**src/rtl/poly_voice_alloc.sv**
```systemverilog
// Polyphonic voice allocator for an 8-voice waveguide synth.
// Accepts note-on/off events, picks a voice (retrigger, free, or steal),
// looks up the waveguide length in an external tuning ROM and writes it
// to the chosen voice together with a one-cycle pluck pulse.
module poly_voice_alloc #(
  parameter int NOTE_BASE = 36
) (
  input  logic        clk,
  input  logic        reset,
  input  logic        ev_valid,
  output logic        ev_ready,
  input  logic        ev_on,
  input  logic [6:0]  ev_note,
  input  logic        all_off,
  output logic [5:0]  rom_addr,
  input  logic [10:0] rom_data,
  output logic        len_wr,
  output logic [2:0]  len_voice,
  output logic [10:0] len_val,
  output logic [7:0]  gate,
  output logic [7:0]  pluck
);

  typedef enum logic [1:0] {IDLE, SCAN, ROM, WRITE} state_t;

  state_t      state;
  state_t      state_next;
  logic        ev_on_q;
  logic [6:0]  ev_note_q;
  logic [5:0]  note_reg [8];
  logic [2:0]  steal_ptr;
  logic [2:0]  voice_q;
  logic        steal_q;

  logic        in_range;
  logic [5:0]  note_idx;
  logic [7:0]  hold;
  logic        hold_found;
  logic [2:0]  hold_voice;
  logic        free_found;
  logic [2:0]  free_voice;
  logic [2:0]  chosen_voice;
  logic        chosen_steal;

  assign ev_ready = (state == IDLE);

  // Range test and ROM index for the registered event; the 8-bit compare
  // keeps NOTE_BASE+63 from wrapping for bases near the top of MIDI.
  always_comb begin
    in_range = ({1'b0, ev_note_q} >= 8'(NOTE_BASE)) &&
               ({1'b0, ev_note_q} <= 8'(NOTE_BASE + 63));
    note_idx = 6'(ev_note_q - 7'(NOTE_BASE));
  end

  // Voice selection: a voice already holding the note wins, then the
  // lowest-index free voice, otherwise the voice at the steal pointer.
  always_comb begin
    hold         = '0;
    hold_found   = 1'b0;
    hold_voice   = '0;
    free_found   = 1'b0;
    free_voice   = '0;
    chosen_voice = steal_ptr;
    chosen_steal = 1'b1;
    for (int i = 7; i >= 0; i--) begin
      hold[i] = gate[i] && (note_reg[i] == note_idx);
      if (hold[i]) begin
        hold_found = 1'b1;
        hold_voice = 3'(i);
      end
      if (!gate[i]) begin
        free_found = 1'b1;
        free_voice = 3'(i);
      end
    end
    if (hold_found) begin
      chosen_voice = hold_voice;
      chosen_steal = 1'b0;
    end else if (free_found) begin
      chosen_voice = free_voice;
      chosen_steal = 1'b0;
    end
  end

  // State register; reset wins over everything.
  always_ff @(posedge clk) begin
    if (reset) state <= IDLE;
    else       state <= state_next;
  end

  // Next-state logic; panic drops any in-flight event back to IDLE.
  always_comb begin
    state_next = state;
    case (state)
      IDLE:  if (ev_valid) state_next = SCAN;
      SCAN:  state_next = (in_range && ev_on_q) ? ROM : IDLE;
      ROM:   state_next = WRITE;
      WRITE: state_next = IDLE;
      default: state_next = IDLE;
    endcase
    if (all_off) state_next = IDLE;
  end

  // Datapath: event capture, voice bookkeeping and the length-write strobe.
  // Strobes default low every cycle so they can only ever last one cycle.
  always_ff @(posedge clk) begin
    if (reset) begin
      ev_on_q   <= 1'b0;
      ev_note_q <= '0;
      gate      <= '0;
      pluck     <= '0;
      len_wr    <= 1'b0;
      len_val   <= '0;
      len_voice <= '0;
      rom_addr  <= '0;
      steal_ptr <= '0;
      voice_q   <= '0;
      steal_q   <= 1'b0;
      for (int i = 0; i < 8; i++) note_reg[i] <= '0;
    end else if (all_off) begin
      gate   <= '0;
      pluck  <= '0;
      len_wr <= 1'b0;
    end else begin
      len_wr <= 1'b0;
      pluck  <= '0;
      case (state)
        IDLE: begin
          if (ev_valid) begin
            ev_on_q   <= ev_on;
            ev_note_q <= ev_note;
          end
        end
        SCAN: begin
          if (in_range && ev_on_q) begin
            voice_q  <= chosen_voice;
            steal_q  <= chosen_steal;
            rom_addr <= note_idx;
          end else if (in_range) begin
            gate <= gate & ~hold;
          end
        end
        ROM: begin
          len_val             <= rom_data;
          len_voice           <= voice_q;
          len_wr              <= 1'b1;
          pluck               <= 8'(1) << voice_q;
          gate[voice_q]       <= 1'b1;
          note_reg[voice_q]   <= rom_addr;
          if (steal_q) steal_ptr <= steal_ptr + 3'd1;
        end
        default: ;
      endcase
    end
  end

endmodule

```
**config.mk**
```make
export PLATFORM = sky130hd
export DESIGN_NAME = poly_voice_alloc
export DESIGN_NICKNAME = d
export VERILOG_FILES = /design/src/rtl/poly_voice_alloc.sv
export SDC_FILE = /design/constraint.sdc
export NUM_CORES = 1
export LEC_CHECK = 0
export ABC_AREA = 1
export CORE_ASPECT_RATIO = 1.1
export CORE_UTILIZATION = 55
export CTS_CLUSTER_SIZE = 28
export DETAILED_ROUTE_END_ITERATION = 16
export MAX_ROUTING_LAYER = met4
export PLACE_DENSITY_LB_ADDON = 0.1
export SETUP_SLACK_MARGIN = 0.5
export SLEW_MARGIN = 20
export SYNTH_ARGS = -nofsm -noshare
export SYNTH_HDL_FRONTEND = slang
export SYNTH_SLANG_ARGS = --single-unit
```
**constraint.sdc**
```tcl
create_clock -name clk -period 2.2 [get_ports clk]
set_input_delay 0.22 -clock clk [delete_from_list [all_inputs] [get_ports clk]]
set_output_delay 0.22 -clock clk [all_outputs]
set_load 0.005 [all_outputs]
```
==> flow_summary_export.csv <==
group,metric,value,unit
final_layout,largest_reg_flops,48,
critical_path,r2r-start,"ev_note_q[2]",
synthesis,synthesis.nets,548,
synthesis,synth_edf_count,48,
sta,finClkSkew,11.2,ps
synthesis,netlist_area,4660,um^2
sta,tns,0,ps
floorplanning,chipHeight,98.5,um
synthesis,yosysMostFrequentCell,"nor2_1",
synthesis,synthArstFlopShare,0,%
critical_path,critPathMaxFanout,4,
sta,setup_ws,173,ps
synthesis,synthCells,521,
final_layout,final_util,75.1,%
critical_path,worstPathRequired,2500,ps
critical_path,start_kind,"flop",
critical_path,end_kind,"flop",
global_routing,overflow,0,
cts,clkTransAtPathRegs,110,ps
synthesis,netlist_top_cells_area,"edfxtp_1 (31%), dfxtp_1 (23%), nor2_1 (8.5%)",
synthesis,synth_cell_types,32,
sta,max_freq,0.493,GHz
sta,fin_crit_sh,92.1,%
detailed_routing,drc,0,
sta,rsz0062_at_grt,"yes",
floorplanning,core_area,8040,um^2
final_layout,antenna_cells,0,
synthesis,synth_top_area_share,30.9,%
floorplanning,row_count,34,
placed_design,globalplace.congestion,0.942,
cts,cts.root.buffer_cell,"clkbuf_8",
detailed_routing,dr.pass1.iters,5,
floorplanning,initial_core_util,57.9,%
synthesis,ys.flop_type,"dfxtp_1",
final_layout,areaGrowthSynthToFinish,29.6,%
job,drv_cap,0,
power,power,3.70,mW
detailed_routing,drt_iter0_markers,285,
global_routing,grt_pass1_vias,3704,
final_layout,seqCellArea,2530,um^2
cts,clock_sinks,102,
sta,tightest_slew,468,ps
placed_design,port_buffers,60,
detailed_routing,ant_nets,0,
cts,cts_tree,"done",
worst_hold_path,hold_path_class,"primary input to flop",
sta,hold_viol,0,
power,peakVddDrop,0.492,mV
sta,period_minus_slack,2030,ps
global_routing,grt_pass1_wl,18.1,mm
final_layout,multi_input_area,1990,um^2
floorplanning,io_pins,61,
final_layout,nets,642,
global_routing,antenna_found_initial,0,
cts,cts_hold_buffers,0,
worst_hold_path,min_from,"rom_data[3]",
synthesis,syn_avg_cell_area,8.94,um^2
placed_design,hpwl,8.05,mm
synthesis,yosys.area.top_type,"edfxtp_1",
sta,slew_headroom,68.7,%
outcome,status,"complete, no violations",
critical_path,crit_start,"ev_note_q[2]",
detailed_routing,avgViaCountPerCell,5.34,
sta,setup_viol,0,
detailed_routing,totalWireLength,11.6,mm
cts,insertion_delay,360,ps
sta,drv_slew,0,
detailed_routing,routedWlPerCell,16.0,um
synthesis,yosys-top-cells-count,"nor2_1 (106), nand2_1 (73), dfxtp_1 (54)",
critical_path,crit_type,"flop to flop",
power,cellPowerDensity,612,nW/um^2
detailed_routing,num_vias,3890,
floorplanning,die_area,8840,um^2
final_layout,drive_gt1_share,18.9,%
cts,htree_num_levels,3,
cts,cts_buffers,9,
cts,cts_max_path_buffers,2,
final_layout,fillers,567,
synthesis,synth_seq_area_share,54.1,%
placed_design,place_ws,52.0,ps
synthesis,ys_warn_count,0,
critical_path,cp.arrival,2320,ps
synthesis,ys_ff_latch,102,
global_routing,grt_use_total,27.4,%
power,p_leak,2.31,nW
global_routing,grt_max_degree,25,
floorplanning,fp.dieW,89.7,um
## cell usage in the layout, fill, tap and decap left out, types with 6 or more instances in the layout
cell type | netlist | routed
nand3_2 | 6 | 6
clkdlybuf4s50_1 | 0 | 60
nor2_1 | 106 | 95
xor2_1 | 25 | 23
inv_1 | 47 | 44
nand2_2 | 2 | 8
nand3_1 | 9 | 9
xnor2_1 | 14 | 14
edfxtp_1 | 48 | 48
nand2_1 | 73 | 66
buf_4 | 2 | 27
nor2_2 | 4 | 10
dfxtp_1 | 54 | 51
buf_12 | 0 | 6
nor2_4 | 3 | 8
inv_2 | 10 | 12
clkbuf_8 | 0 | 9
a31oi_1 | 6 | 6
a21oi_1 | 26 | 26
nand4_1 | 10 | 10
o21ai_0 | 39 | 38
## metrics by stage
stage	hold WS, ps	cells	area (um^2)
after floorplan	289	521	4700
after global placement	451	696	5520
after detailed placement	452	696	5520
after CTS	428	718	5840
after global routing	435	728	6040
final	435	728	6040
## kinds of logic (layout without fill, tap and decap cells)
group | Yosys count | after routing | share of synthesized area, %
buffers and inverters | 71 | 170 | 6.18
XOR/XNOR | 39 | 39 | 7.33
adder cells (fa/ha/maj) | 4 | 4 | 1.07
flip-flops | 102 | 102 | 54.1
AO/OA/AOI/OAI | 80 | 80 | 9.27
AND/OR/NAND/NOR | 225 | 225 | 22.0
## final timing paths
path | endpoint | slack, ps | cells after the start
setup reg to reg | voice_q[1] | 170 | 13
hold / removal | len_val[3] | 440 | 3
setup / recovery | voice_q[1] | 170 | 13
hold reg to reg | len_voice[1] | 470 | 2
## layout make-up
type / count / share of cell area (%)
repair buffers: 96 / 15.9
clock buffers: 11 / 2.53
well taps: 108 / 2.24
inverters: 58 / 3.77
multi-input cells: 348 / 33.0
flip-flops and latches: 102 / 41.9
clock inverters: 5 / 0.767
## worst max-delay path: stages (launching register included)
cell and delay [ps]:
dfxtp_4 390, inv_8 50, ha_4 300, buf_12 110
buf_12 100, xor2_2 130, nand4_1 120, nor2_2 140
nand3_2 90, nand2_2 120, inv_2 40, a21oi_2 150
o21ai_2 70, a21oi_1 140
## metal layers
layer	share of wire (%)	global-route usage, %
met3	6.7	3.63
met5	0	-
met4	1.2	10.3
met2	49	45.6
met1	43	34.3
## power breakdown
group / switching [mW] / leakage [nW] / internal (mW)
Sequential: 0.0303 / 0.933 / 2.02
Combinational: 0.255 / 1.28 / 0.211
Clock: 0.678 / 0.102 / 0.502
Total: 0.963 / 2.31 / 2.73
## what timing repair did
item | 4_1_cts | 5_1_grt
setup buffers | 6 | 10
setup endpoints to repair | 54 | 70
pin swaps | 3 | 14
resized for setup | 19 | 27
Power figures use the tool's default switching activity.
